`config.mk`:
```
export PLATFORM = sky130hd
export DESIGN_NAME = stv_sync_fifo_pkt
export DESIGN_NICKNAME = d
export VERILOG_FILES = /design/src/rtl/stv_sync_fifo_pkt.sv
export SDC_FILE = /design/constraint.sdc
export NUM_CORES = 1
export LEC_CHECK = 0
export CAP_MARGIN = 20
export CELL_PAD_IN_SITES_DETAIL_PLACEMENT = 0
export CELL_PAD_IN_SITES_GLOBAL_PLACEMENT = 1
export CORE_ASPECT_RATIO = 1.1
export CORE_MARGIN = 2
export CORE_UTILIZATION = 43
export CTS_BUF_LIST = sky130_fd_sc_hd__clkbuf_8 sky130_fd_sc_hd__clkbuf_16
export CTS_CLUSTER_SIZE = 24
export DETAILED_ROUTE_END_ITERATION = 7
export HOLD_SLACK_MARGIN = 0.03
export PLACE_DENSITY = 0.85
export SLEW_MARGIN = 20
export SYNTH_ARGS = -nofsm -noshare
export SYNTH_HDL_FRONTEND = slang
export SYNTH_SLANG_ARGS = --single-unit
```
`constraint.sdc`:
```
create_clock -name clk -period 2.47 [get_ports clk]
set_input_delay 0.494 -clock clk [delete_from_list [all_inputs] [get_ports clk]]
set_output_delay 0.494 -clock clk [all_outputs]
set_load 0.02 [all_outputs]
```
`src/rtl/stv_sync_fifo_pkt.sv`:
```
// Packet store-and-forward FIFO: words are written speculatively and become readable only once their packet commits.
// Latency: a committed word is visible on dout the cycle after its packet's last word is accepted (no pass-through).
// Backpressure: din_ready=!full while accepting; an over-long packet is absorbed (din_ready=1) and dropped; dout waits on dout_ready.
//
// Ports:
//   clk, arst_n, clear                  clock, async active-low reset, synchronous clear (highest priority)
//   din_valid/din_ready/din/din_last/din_drop   write side; din_drop qualifies the accepted last word
//   dout_valid/dout_ready/dout/dout_last        read side; committed data only
//   used_cnt, cmt_cnt, pkt_cnt          held entries (incl. speculative), readable entries, complete packets
//   empty, full, almost_empty, almost_full, ovf_drop   status flags; ovf_drop pulses once per overflow-discarded packet
module stv_sync_fifo_pkt #(
   parameter type data_t   = logic [7:0],
   parameter int  DEPTH    = 8,
   parameter bit  PKT_MODE = 1'b1,
   parameter int  AFULL    = DEPTH - 2,
   parameter int  AEMPTY   = 1,
   localparam int CNTWIDTH = $clog2(DEPTH + 1)
) (
   input  logic                clk,
   input  logic                arst_n,
   input  logic                clear,
   input  logic                din_valid,
   output logic                din_ready,
   input  data_t               din,
   input  logic                din_last,
   input  logic                din_drop,
   output logic                dout_valid,
   input  logic                dout_ready,
   output data_t               dout,
   output logic                dout_last,
   output logic [CNTWIDTH-1:0] used_cnt,
   output logic [CNTWIDTH-1:0] cmt_cnt,
   output logic [CNTWIDTH-1:0] pkt_cnt,
   output logic                empty,
   output logic                full,
   output logic                almost_empty,
   output logic                almost_full,
   output logic                ovf_drop
);

   localparam int PW = (DEPTH > 1) ? $clog2(DEPTH) : 1;

   typedef struct packed {
      logic  last;
      data_t data;
   } entry_t;

   typedef enum logic {
      ST_ACCEPT  = 1'b0,
      ST_DISCARD = 1'b1
   } state_t;

   state_t          state_q, state_d;
   entry_t          mem [DEPTH];
   entry_t          rd_entry;
   logic [PW-1:0]   wptr_spec, wptr_cmt, rptr;
   logic [PW-1:0]   wptr_spec_nxt;

   logic            wr_acc, store, commit, commit_pkt, spec_rewind;
   logic            pop, pop_last, ovf_evt, in_accept;

   // Non-power-of-two depths wrap explicitly from DEPTH-1 back to 0.
   function automatic logic [PW-1:0] ptr_inc(input logic [PW-1:0] p);
      if (p == PW'(DEPTH - 1)) return '0;
      return p + PW'(1);
   endfunction

   // Status flags are pure decodes of the registered counters.
   assign empty        = (cmt_cnt == '0);
   assign full         = (used_cnt == CNTWIDTH'(DEPTH));
   assign almost_empty = (cmt_cnt <= CNTWIDTH'(AEMPTY));
   assign almost_full  = (used_cnt >= CNTWIDTH'(AFULL));

   assign rd_entry   = mem[rptr];
   assign dout       = rd_entry.data;
   assign dout_last  = rd_entry.last;
   assign dout_valid = !empty;

   assign in_accept     = (state_q == ST_ACCEPT);
   assign wr_acc        = din_valid && din_ready;
   assign wptr_spec_nxt = ptr_inc(wptr_spec);

   // A dropped last word is never written; in DISCARD nothing is written at all.
   assign store       = wr_acc && in_accept && !(PKT_MODE && din_last && din_drop);
   assign commit      = store && (din_last || !PKT_MODE);
   assign commit_pkt  = store && din_last;
   // Rewind on a bad packet, or at the end of an overflow-discarded packet.
   assign spec_rewind = wr_acc && din_last && (in_accept ? (PKT_MODE && din_drop) : 1'b1);
   assign ovf_evt     = wr_acc && din_last && !in_accept;

   assign pop      = dout_valid && dout_ready;
   assign pop_last = pop && rd_entry.last;

   // Overflow FSM: a packet that fills an otherwise empty (uncommitted-only) FIFO can never
   // complete, so the rest of it is swallowed and the whole packet is discarded.
   always_comb begin
      state_d   = state_q;
      din_ready = 1'b1;
      case (state_q)
         ST_ACCEPT: begin
            din_ready = !full;
            if (PKT_MODE && full && (cmt_cnt == '0) && din_valid) state_d = ST_DISCARD;
         end
         ST_DISCARD: begin
            din_ready = 1'b1;
            if (din_valid && din_last) state_d = ST_ACCEPT;
         end
         default: state_d = ST_ACCEPT;
      endcase
   end

   always_ff @(posedge clk or negedge arst_n) begin
      if (!arst_n) begin
         state_q   <= ST_ACCEPT;
         wptr_spec <= '0;
         wptr_cmt  <= '0;
         rptr      <= '0;
         used_cnt  <= '0;
         cmt_cnt   <= '0;
         pkt_cnt   <= '0;
         ovf_drop  <= 1'b0;
      end else if (clear) begin
         state_q   <= ST_ACCEPT;
         wptr_spec <= '0;
         wptr_cmt  <= '0;
         rptr      <= '0;
         used_cnt  <= '0;
         cmt_cnt   <= '0;
         pkt_cnt   <= '0;
         ovf_drop  <= 1'b0;
      end else begin
         state_q  <= state_d;
         ovf_drop <= ovf_evt;

         if (spec_rewind)  wptr_spec <= wptr_cmt;
         else if (store)   wptr_spec <= wptr_spec_nxt;

         if (commit) wptr_cmt <= wptr_spec_nxt;
         if (pop)    rptr     <= ptr_inc(rptr);

         // Rewinding throws away everything speculative, leaving only committed words.
         if (spec_rewind) used_cnt <= cmt_cnt - CNTWIDTH'(pop);
         else             used_cnt <= used_cnt + CNTWIDTH'(store) - CNTWIDTH'(pop);

         // On commit every held word (including the one being written) becomes readable.
         if (commit) cmt_cnt <= used_cnt + CNTWIDTH'(1) - CNTWIDTH'(pop);
         else        cmt_cnt <= cmt_cnt - CNTWIDTH'(pop);

         pkt_cnt <= pkt_cnt + CNTWIDTH'(commit_pkt) - CNTWIDTH'(pop_last);
      end
   end

   // Storage is intentionally not reset; readability is governed by the pointers.
   always_ff @(posedge clk) begin
      if (store && !clear) mem[wptr_spec] <= '{last: din_last, data: din};
   end

`ifndef SYNTHESIS
   a_din_stable: assert property (@(posedge clk) disable iff (!arst_n)
      (din_valid && !din_ready) |=> (din_valid && $stable(din) && $stable(din_last) && $stable(din_drop)))
      else $error("din changed while stalled");
`endif

endmodule

```
==> summary.txt, run 1 <==
Clock tree
  • Clk Tree Root Cell: clkbuf_8
  • TritonCTS clock tree: built
  • TritonCTS Sinks: 95
  • Worst-case clock buffer depth: 2
  • Clk pin slew, worst setup/hold paths: 0.09 ns
  • H-tree depth: 3
  • CTS Buf Count: 9
  • Worst skew pair latency: 0.37 ns

Logic synthesis
  • Top_reg_cell synth: edfxtp_1
  • Yosys warnings: 0
  • Synth unique cells: 45
  • Synthesized area per cell: 16.4 µm²
  • Synth top area share: 0.502
  • Post-synth EDFFs: 72
  • Sequential-to-total area share from yosys stat: 0.636
  • FF+latch count, synth: 95
  • Mapped Nets: 299
  • Mapped Cells: 263
  • Synth area leader: edfxtp_1
  • Synth async-reset ratio: 0.242
  • Synth top area cells: edfxtp_1 (50%), dfrtp_1 (13%), ha_1 (5.5%)
  • Synth Cell Area: 4300 µm²

Timing
  • Max Slew Vio Count: 0
  • Final hold viol count: 0
  • RSZ-0062 raised after global routing: true
  • F_max: 387 MHz
  • Final TNS setup: -0.438 ns
  • Worst setup margin: -0.116 ns
  • Post-route clock skew: 0.00669 ns
  • Final setup viols: 14
  • Min Tclk post-route: 2.59 ns
  • Worst-margin pin slew: 0.396 ns
  • Final Cycle Share: 1.05
  • Relative slew slack: 0.736

Power and ir drop
  • Comb power frac: 0.482
  • Lkg Pwr: 2.12 nW
  • Sw Ratio: 0.340
  • Total power: 5.86 mW
  • Clock group share of total power: 0.178
  • Sw power: 1.99 mW
  • Pwr/cell area: 1040 nW/µm²
  • VDD IR max: 0.000778 V
  • Int Pwr: 3.87 mW
  • Sequential power share: 0.340

Status
  • Violated checks: setup timing
  • Status: finished, violations left

Place
  • Post-DP HPWL: 6030 µm
  • Gp weighted congestion: 0.790
  • IO buf count: 42
  • Placed insts: 456

Critical path
  • Crit start category: register
  • Crit Path Max Fanout: 6
  • CP Data Required Time: 2.77 ns
  • CP Data Arrival Time: 2.88 ns
  • Kind of critical path: reg -> reg
  • CP Capture Type: register

Routing
  • Avg WL per Cell: 18.6 µm
  • Routed Antenna Nets: 0
  • DR pass1 iterations: 5
  • Routed WL: 8980 µm
  • Via count: 2572
  • Vias per std cell: 5.34
  • DRC errors left: 0
  • Drt initial violations: 103

Floorplan
  • Starting density of the core: 0.439
  • Die H: 109 µm
  • Core area: 9790 µm²
  • Area of the die: 10800 µm²
  • Die Wd: 99.4 µm
  • FP Rows: 38
  • IO Pins: 43

Final layout
  • Area grow syn2layout: 30.5%
  • Share of post-route cells with drive strength above 1: 0.381
  • Finished Layout Cells: 482
  • N_diodes: 0
  • Final net count: 393

Global route
  • GRT Overall Usage: 0.170
  • Initial antenna violation count: 0
  • Vias in the first global route: 2679
  • First-pass GRT wire length: 13800 µm
  • Largest net degree at the start of global routing: 24
  • Global route total overflow: 0

Min path
  • Hold WC Path Type: in -> async

Flow run
  • Max cap viols: 0
routing by layer:
metal,track usage,vias up,part of all wire
met1,0.210,1312,0.43
met4,0.0744,0,0.018
li1,-,1178,-
met2,0.289,69,0.51
met3,0.0397,13,0.042
met5,0,-,0
power by group through the flow:
| stage | Combinational [mW] | Sequential, mW | Clock, mW |
|---|---|---|---|
| after floorplan | 1.46 | 2.12 | 0 |
| after global placement | 2.48 | 2.01 | 0 |
| after detailed placement | 2.52 | 2.01 | 0 |
| after CTS | 2.57 | 1.99 | 1.07 |
| after global routing | 3.05 | 2.01 | 1.12 |
| final | 2.83 | 1.99 | 1.04 |
per-stage QoR:
| step | area [µm²] | hold slack (ns) | utilization | worst slack, ns |
|---|---|---|---|---|
| 2_1_floorplan | 4410 | 0.198 | - | -0.129 |
| 3_3_place_gp | 5210 | 0.505 | 0.532 | -0.245 |
| 3_5_place_dp | 5210 | 0.519 | 0.532 | -0.341 |
| 4_1_cts | 5460 | 0.467 | 0.557 | -0.123 |
| 5_1_grt | 5610 | 0.513 | 0.573 | -0.181 |
| 6_report | 5610 | 0.470 | 0.573 | -0.116 |
Yosys cell counts (5+ instances only):
library cell,count
mux4_1,8
nor2_1,22
nor2b_1,5
mux2i_1,5
a211oi_1,7
xnor2_1,5
nand2_1,10
mux4_2,10
inv_1,13
dfrtp_1,23
mux2_2,9
edfxtp_1,72
ha_1,19
final cells by class:
class	instances	area, µm²
multi-input cells	140	1580
clock buffers	9	124
fillers	791	4180
flip-flops and latches	95	2740
well taps	120	150
clock inverters	7	77.6
repair buffers	94	877
inverters	17	68.8
path summary, 6_finish.rpt:
check	to	startpoint	slack, ns	cells after the start
worst max-delay path	pkt_cnt[1]	rptr[0]	-0.12	8
worst min-delay path	ovf_drop	arst_n	0.47	2
worst max register to register	pkt_cnt[1]	rptr[0]	-0.12	8
worst min register to register	wptr_cmt[1]	wptr_cmt[1]	0.54	2
max in group asynchronous	rptr[0]	arst_n	1.74	2
min in group clk	wptr_cmt[1]	wptr_cmt[1]	0.54	2
state kept, by name, indices dropped and copies added, names as in the netlist:
register / cells
state_q: 1
wptr_spec: 3
wptr_cmt: 3
cmt_cnt: 4
rptr: 3
used_cnt: 4
ovf_drop: 1
mem: 72
pkt_cnt: 4
cell families after synthesis:
logic type	Yosys count	share of synthesized area
xor+xnor	8	0.0163
fa+ha+maj	21	0.0646
mux	32	0.136
flops	95	0.636
buf+inv	28	0.0331
simple gates	57	0.0730
compound gates	22	0.0404
layout by cell type, fill, tap and decap left out, types with 5 or more instances in the layout:
| master | instances |
|---|---|
| ha_1 | 12 |
| buf_6 | 16 |
| mux2i_1 | 5 |
| edfxtp_1 | 72 |
| inv_2 | 7 |
| inv_1 | 8 |
| a211oi_1 | 6 |
| ha_4 | 7 |
| mux2_4 | 7 |
| dfrtp_1 | 21 |
| mux4_2 | 17 |
| nand2_1 | 10 |
| clkbuf_8 | 9 |
| nor2_1 | 22 |
| buf_4 | 42 |
| clkdlybuf4s50_1 | 28 |
critical path: stages, from the launching register on:
cell and delay, ns:
dfrtp_2 0.47, mux4_2 0.52, mux2_4 0.30, nor2b_4 0.14
ha_4 0.26, inv_2 0.04, ha_4 0.15, fa_2 0.51
nor2b_1 0.13
timing repair:
action	4_1_cts	5_1_grt
cloned	0	1
buffers inserted	3	6
hold buffers	0	0
pin swaps	5	10
endpoints found under the setup margin	17	17
resized for setup	54	35
(Power assumes the default switching activity.)
==> run 2, diff against run 1 <==
- CORE_ASPECT_RATIO: 1.1 -> 1.5
==> run 2 against run 1 <==
  * The flow still finishes with violations (setup timing)
  * Power rose by 3.7%
  * Fmax up 1.4%
  * Design area rose by 1.3%
  * Combinational power is 1% lower
  * Cell count shrank 0.41%
  * Core utilization up 1.4 points
  * Clock skew is essentially flat
  * Largest cell class unchanged
==> summary.txt, run 2 (same netlist as run 1, synthesis figures left out) <==
Flow run
  • Max cap viols: 0 (unchanged)

Timing
  • Relative slew slack: 0.732 (was 0.736)
  • Final setup viols: 4 (was 14)
  • Worst setup margin: -0.0806 ns (was -0.116 ns)
  • RSZ-0062 raised after global routing: true (unchanged)
  • Max Slew Vio Count: 0 (unchanged)
  • F_max: 392 MHz (was 387 MHz)
  • Post-route clock skew: 0.00697 ns (was 0.00669 ns)
  • Final hold viol count: 0 (unchanged)
  • Min Tclk post-route: 2.55 ns (was 2.59 ns)
  • Final Cycle Share: 1.03 (was 1.05)
  • Worst-margin pin slew: 0.402 ns (was 0.396 ns)

Final layout
  • Commonest non-fill, non-tap cell in the layout: edfxtp_1 (unchanged)
  • Area grow syn2layout: 32.2% (was 30.5%)
  • Most frequent cells in the layout: edfxtp_1 (72), buf_4 (46), clkdlybuf4s50_1 (29), nor2_1 (21), dfrtp_1 (21) (was edfxtp_1 (72), buf_4 (42), clkdlybuf4s50_1 (28), nor2_1 (22), dfrtp_1 (21))
  • Largest register FFs: 72 (unchanged)
  • Finished Layout Cells: 480 (was 482)
  • N_diodes: 0 (unchanged)
  • Share of post-route cells with drive strength above 1: 0.386 (was 0.381)
  • Biggest register: mem (unchanged)
  • Final net count: 396 (was 393)
  • Filler Cells Inserted: 761 (was 791)

Critical path
  • Critical-path cell list: mux4_2 -> mux2_4 -> nor2b_4 -> ha_4 -> inv_2 -> ha_4 -> fa_2 -> nor2b_4 (was mux4_2 -> mux2_4 -> nor2b_4 -> ha_4 -> inv_2 -> ha_4 -> fa_2 -> nor2b_1)
  • Crit Path Max Fanout: 4 (was 6)
  • Crit start category: register (unchanged)
  • CP Data Arrival Time: 2.83 ns (was 2.88 ns)
  • CP Data Required Time: 2.75 ns (was 2.77 ns)
  • Kind of critical path: reg -> reg (unchanged)
  • Max stage delay cell, worst path: mux4_2 (unchanged)
  • Crit-path max cell delay: 0.52 ns (about the same)
  • CP Capture Type: register (unchanged)

Power and ir drop
  • Sw Ratio: 0.331 (was 0.340)
  • Clock group share of total power: 0.214 (was 0.178)
  • Sw power: 2.01 mW (was 1.99 mW)
  • Comb power frac: 0.458 (was 0.482)
  • Int Pwr: 4.07 mW (was 3.87 mW)
  • Lkg Pwr: 2.17 nW (was 2.12 nW)
  • VDD IR max: 0.000699 V (was 0.000778 V)
  • Pwr/cell area: 1070 nW/µm² (was 1040 nW/µm²)
  • Sequential power share: 0.328 (was 0.340)

Floorplan
  • Die H: 127 µm (was 109 µm)
  • Area of the die: 10800 µm² (about the same)
  • Core area: 9690 µm² (was 9790 µm²)
  • Die Wd: 85.7 µm (was 99.4 µm)
  • Starting density of the core: 0.444 (was 0.439)
  • IO Pins: 43 (unchanged)
  • FP Rows: 44 (was 38)

Routing
  • Routed WL: 8670 µm (was 8980 µm)
  • DR pass1 iterations: 4 (was 5)
  • DRC errors left: 0 (unchanged)
  • Drt initial violations: 159 (was 103)
  • Avg WL per Cell: 18.1 µm (was 18.6 µm)
  • Vias per std cell: 5.27 (was 5.34)
  • Via count: 2531 (was 2572)
  • Routed Antenna Nets: 0 (unchanged)

Place
  • IO buf count: 42 (unchanged)
  • Placed insts: 451 (was 456)
  • Post-DP HPWL: 5970 µm (was 6030 µm)
  • Gp weighted congestion: 0.792 (was 0.790)
  • Dpl ws: -0.276 ns (was -0.341 ns)

Status
  • Violated checks: setup timing (unchanged)
  • Status: finished, violations left (unchanged)

Global route
  • Largest net degree at the start of global routing: 24 (unchanged)
  • Initial antenna violation count: 0 (unchanged)
  • First-pass GRT wire length: 14100 µm (was 13800 µm)
  • Vias in the first global route: 2747 (was 2679)
  • Global route total overflow: 0 (unchanged)
  • GRT Overall Usage: 0.174 (was 0.170)

Clock tree
  • TritonCTS Sinks: 95 (unchanged)
  • TritonCTS clock tree: built (unchanged)
  • Clk Tree Root Cell: clkbuf_16 (was clkbuf_8)
  • Worst skew pair latency: 0.34 ns (was 0.37 ns)
  • H-tree depth: 3 (unchanged)
  • CTS Buf Count: 9 (unchanged)
  • Worst-case clock buffer depth: 2 (unchanged)
  • Clk pin slew, worst setup/hold paths: 0.07 ns (was 0.09 ns)

Min path
  • Hold WC Path Type: in -> async (unchanged)
run 2: power by group through the flow:
stage               Clock (mW)  Combinational, mW  Sequential, mW
detailed placement           0               2.50            2.01
global placement             0               2.47            2.00
global route              1.39               3.03            2.01
finish                    1.30               2.79            1.99
floorplan                    0               1.46            2.12
CTS                       1.33               2.59            1.99
run 2: area by class of cell:
class | instances | area (µm²) | area share
Clock inverter | 7 | 56.3 | 0.00990
Clock buffer | 9 | 225 | 0.0396
Multi-Input combinational cell | 140 | 1580 | 0.278
Sequential cell | 95 | 2740 | 0.482
Timing Repair Buffer | 97 | 871 | 0.153
Inverter | 17 | 68.8 | 0.0121
Tap cell | 115 | 144 | 0.0253
run 2: what timing repair did:
action | CTS | global route
hold buffers | 0 | 0
setup endpoints to repair | 17 | 14
pin swaps | 3 | 5
resized for setup | 55 | 30
hold endpoints to repair | 0 | 0
setup buffers | 6 | 8
run 2: final timing paths:
kind | end | depth (start not counted) | from | slack (ns)
max in group asynchronous | rptr[0] | 2 | arst_n | 1.70
setup reg to reg | pkt_cnt[1] | 8 | rptr[0] | -0.08
setup / recovery | pkt_cnt[1] | 8 | rptr[0] | -0.08
min in group clk | wptr_cmt[1] | 2 | wptr_cmt[1] | 0.52
hold reg to reg | wptr_cmt[1] | 2 | wptr_cmt[1] | 0.52
hold / removal | pkt_cnt[3] | 2 | arst_n | 0.51
run 2: per-stage QoR:
step / util / total power, mW / hold slack (ns) / instance area, µm² / TNS (ns)
final: 0.587 / 6.08 / 0.509 / 5690 / -0.189
after global routing: 0.587 / 6.43 / 0.554 / 5690 / -0.861
after CTS: 0.575 / 5.91 / 0.515 / 5570 / -0.424
after detailed placement: 0.537 / 4.51 / 0.515 / 5210 / -1.80
after global placement: 0.537 / 4.47 / 0.504 / 5210 / -1.44
after floorplan: - / 3.58 / 0.198 / 4410 / -0.439
run 2: critical path: cells and delay by family, from the launching register on:
family                   cells  cell delay (ns)
adder cells (fa/ha/maj)      3             0.92
buffers and inverters        1             0.03
flip-flops                   1             0.45
multiplexers                 2             0.81
AND/OR/NAND/NOR              2             0.27
run 2: metal layers:
layer | vias to the layer above | track usage | wire length [µm]
met2 | 44 | 0.333 | 5030
met3 | 9 | 0.0377 | 212
met4 | 0 | 0.0644 | 161
li1 | 1196 | - | -
met1 | 1282 | 0.181 | 3260
met5 | - | 0 | 0
==> run 3, diff against run 2 <==
- SKIP_LAST_GASP: not set -> 1
==> run 3 against run 2 <==
  * Power shrank 0.18%
  * Design area about the same
  * Hold slack about the same
  * Critical path depth stayed put
  * Via count is 0.36% higher
  * Clock skew grew 0.00061 ns
  * The flow still finishes with violations (setup timing)
  * Non-clock buffer count up 2
  * First-iteration DRC count up 15%
  * Clock power is essentially flat
  * Die area unchanged
  * Sequential cell count is the same
==> summary.txt, run 3 (same netlist as run 1, synthesis figures left out) <==
Final layout
  • Final Util: 0.587 (about the same)
  • Finished Layout Cells: 482 (was 480)
  • Final net count: 398 (was 396)
  • Share of post-route cells with drive strength above 1: 0.387 (was 0.386)
  • Area grow syn2layout: 32.2% (about the same)
  • Commonest non-fill, non-tap cell in the layout: edfxtp_1 (unchanged)
  • Biggest register: mem (unchanged)
  • Largest register FFs: 72 (unchanged)
  • N_diodes: 0 (unchanged)
  • Most frequent cells in the layout: edfxtp_1 (72), buf_4 (51), clkdlybuf4s50_1 (30), nor2_1 (21), dfrtp_1 (21) (was edfxtp_1 (72), buf_4 (46), clkdlybuf4s50_1 (29), nor2_1 (21), dfrtp_1 (21))

Floorplan
  • Die Wd: 85.7 µm (unchanged)
  • Starting density of the core: 0.444 (unchanged)
  • IO Pins: 43 (unchanged)
  • FP Rows: 44 (unchanged)
  • Area of the die: 10800 µm² (unchanged)
  • Core area: 9690 µm² (unchanged)
  • Die H: 127 µm (unchanged)

Global route
  • Global-route met3 utilization: 0.0377 (unchanged)
  • GRT Overall Usage: 0.173 (was 0.174)
  • Initial antenna violation count: 0 (unchanged)
  • Largest net degree at the start of global routing: 24 (unchanged)
  • Met1 Track Usage GR: 0.183 (was 0.181)
  • GR peak layer: met2 (unchanged)
  • Vias in the first global route: 2737 (was 2747)
  • Global route total overflow: 0 (unchanged)
  • Met2 GRT Util: 0.327 (was 0.333)
  • First-pass GRT wire length: 14000 µm (was 14100 µm)

Timing
  • Max Slew Vio Count: 0 (unchanged)
  • Worst-margin pin slew: 0.401 ns (was 0.402 ns)
  • Post-route clock skew: 0.00758 ns (was 0.00697 ns)
  • RSZ-0062 raised after global routing: true (unchanged)
  • Final hold viol count: 0 (unchanged)
  • Worst setup margin: -0.0695 ns (was -0.0806 ns)
  • Final Cycle Share: 1.03 (about the same)
  • F_max: 394 MHz (was 392 MHz)
  • Relative slew slack: 0.733 (was 0.732)
  • Final setup viols: 4 (unchanged)
  • Min Tclk post-route: 2.54 ns (was 2.55 ns)

Power and ir drop
  • Clock group share of total power: 0.214 (about the same)
  • Sw power: 2.00 mW (was 2.01 mW)
  • Sw Ratio: 0.330 (was 0.331)
  • Int Pwr: 4.06 mW (was 4.07 mW)
  • Sequential power share: 0.328 (about the same)
  • Lkg Pwr: 2.16 nW (was 2.17 nW)
  • VDD IR max: 0.000691 V (was 0.000699 V)
  • Total power: 6.07 mW (was 6.08 mW)
  • Comb power frac: 0.458 (about the same)
  • Pwr/cell area: 1070 nW/µm² (about the same)

Clock tree
  • TritonCTS clock tree: built (unchanged)
  • TritonCTS Sinks: 95 (unchanged)
  • Post-CTS Hold Buffers: 0 (unchanged)
  • Worst-case clock buffer depth: 2 (unchanged)
  • Clk Tree Root Cell: clkbuf_16 (unchanged)
  • Worst skew pair latency: 0.34 ns (about the same)
  • H-tree depth: 3 (unchanged)
  • CTS Buf Count: 9 (unchanged)
  • Clk pin slew, worst setup/hold paths: 0.07 ns (about the same)

Critical path
  • Critical-path cell list: mux4_2 -> mux2_4 -> nor2b_4 -> ha_4 -> inv_2 -> ha_4 -> fa_2 -> nor2b_4 (unchanged)
  • CP Data Arrival Time: 2.82 ns (was 2.83 ns)
  • CP Capture Type: register (unchanged)
  • Crit Path Max Fanout: 4 (unchanged)
  • CP Data Required Time: 2.75 ns (about the same)
  • Kind of critical path: reg -> reg (unchanged)
  • Max stage delay cell, worst path: mux4_2 (unchanged)
  • Crit start category: register (unchanged)
  • Crit-path max cell delay: 0.52 ns (about the same)

Routing
  • DRC errors left: 0 (unchanged)
  • Routed Antenna Nets: 0 (unchanged)
  • Vias per std cell: 5.27 (about the same)
  • Drt initial violations: 183 (was 159)
  • Avg WL per Cell: 18.1 µm (about the same)
  • Via count: 2540 (was 2531)
  • DR pass1 iterations: 4 (unchanged)
  • Routed WL: 8710 µm (was 8670 µm)

Place
  • Post-DP HPWL: 5970 µm (unchanged)
  • IO buf count: 42 (unchanged)
  • Gp weighted congestion: 0.792 (unchanged)
  • Dpl ws: -0.276 ns (unchanged)
  • Placed insts: 451 (unchanged)

Status
  • Violated checks: setup timing (unchanged)
  • Status: finished, violations left (unchanged)

Flow run
  • Max cap viols: 0 (unchanged)

Min path
  • Hold WC Path Type: in -> async (unchanged)
==> run 3: worst paths after layout <==
kind	from	end	slack (ns)	cells after the start
max	rptr[0]	pkt_cnt[1]	-0.07	8
min	arst_n	pkt_cnt[3]	0.51	2
max reg2reg	rptr[0]	pkt_cnt[1]	-0.07	8
min reg2reg	wptr_cmt[1]	wptr_cmt[1]	0.52	2
max in group asynchronous	arst_n	rptr[0]	1.70	2
min in group clk	wptr_cmt[1]	wptr_cmt[1]	0.52	2
==> run 3: area by class of cell <==
class | instances | area, µm²
Inverter | 17 | 68.8
Tap cell | 115 | 144
Clock buffer | 9 | 225
Sequential cell | 95 | 2740
Clock inverter | 7 | 56.3
Multi-Input combinational cell | 140 | 1580
Timing Repair Buffer | 99 | 881
Fill cell | 763 | 4000
==> run 3: power by group through the flow <==
stage	Combinational, mW	Clock (mW)	Sequential, mW
3_3_place_gp	2.47	0	2.00
3_5_place_dp	2.50	0	2.01
6_report	2.78	1.30	1.99
2_1_floorplan	1.46	0	2.12
5_1_grt	3.03	1.39	2.01
4_1_cts	2.55	1.33	1.99
==> run 3: repair_timing <==
| action | 4_1_cts | 5_1_grt |
|---|---|---|
| setup endpoints to repair | 17 | 14 |
| setup buffers | 6 | 9 |
| pin swaps | 3 | 5 |
| resized for setup | 43 | 32 |
==> run 3: metrics by stage <==
stage	TNS (ns)	hold WS (ns)	instance area, µm²
after detailed placement	-1.80	0.515	5210
after global routing	-0.996	0.552	5690
final	-0.186	0.509	5690
after floorplan	-0.439	0.198	4410
after CTS	-0.786	0.515	5560
after global placement	-1.44	0.504	5210
==> run 3: worst max-delay path, delay by kind of cell (launching register included) <==
kind	cells	cell delay [ns]
adders and majority gates	3	0.92
buffers and inverters	1	0.03
DFF	1	0.45
muxes	2	0.81
and+or+nand+nor	2	0.27
==> run 3: routing by layer <==
layer  up-vias  routed length (µm)
li1       1200                   -
met1      1291                3260
met2        42                5070
met3         7                 215
met4         0                 155
met5         -                   0
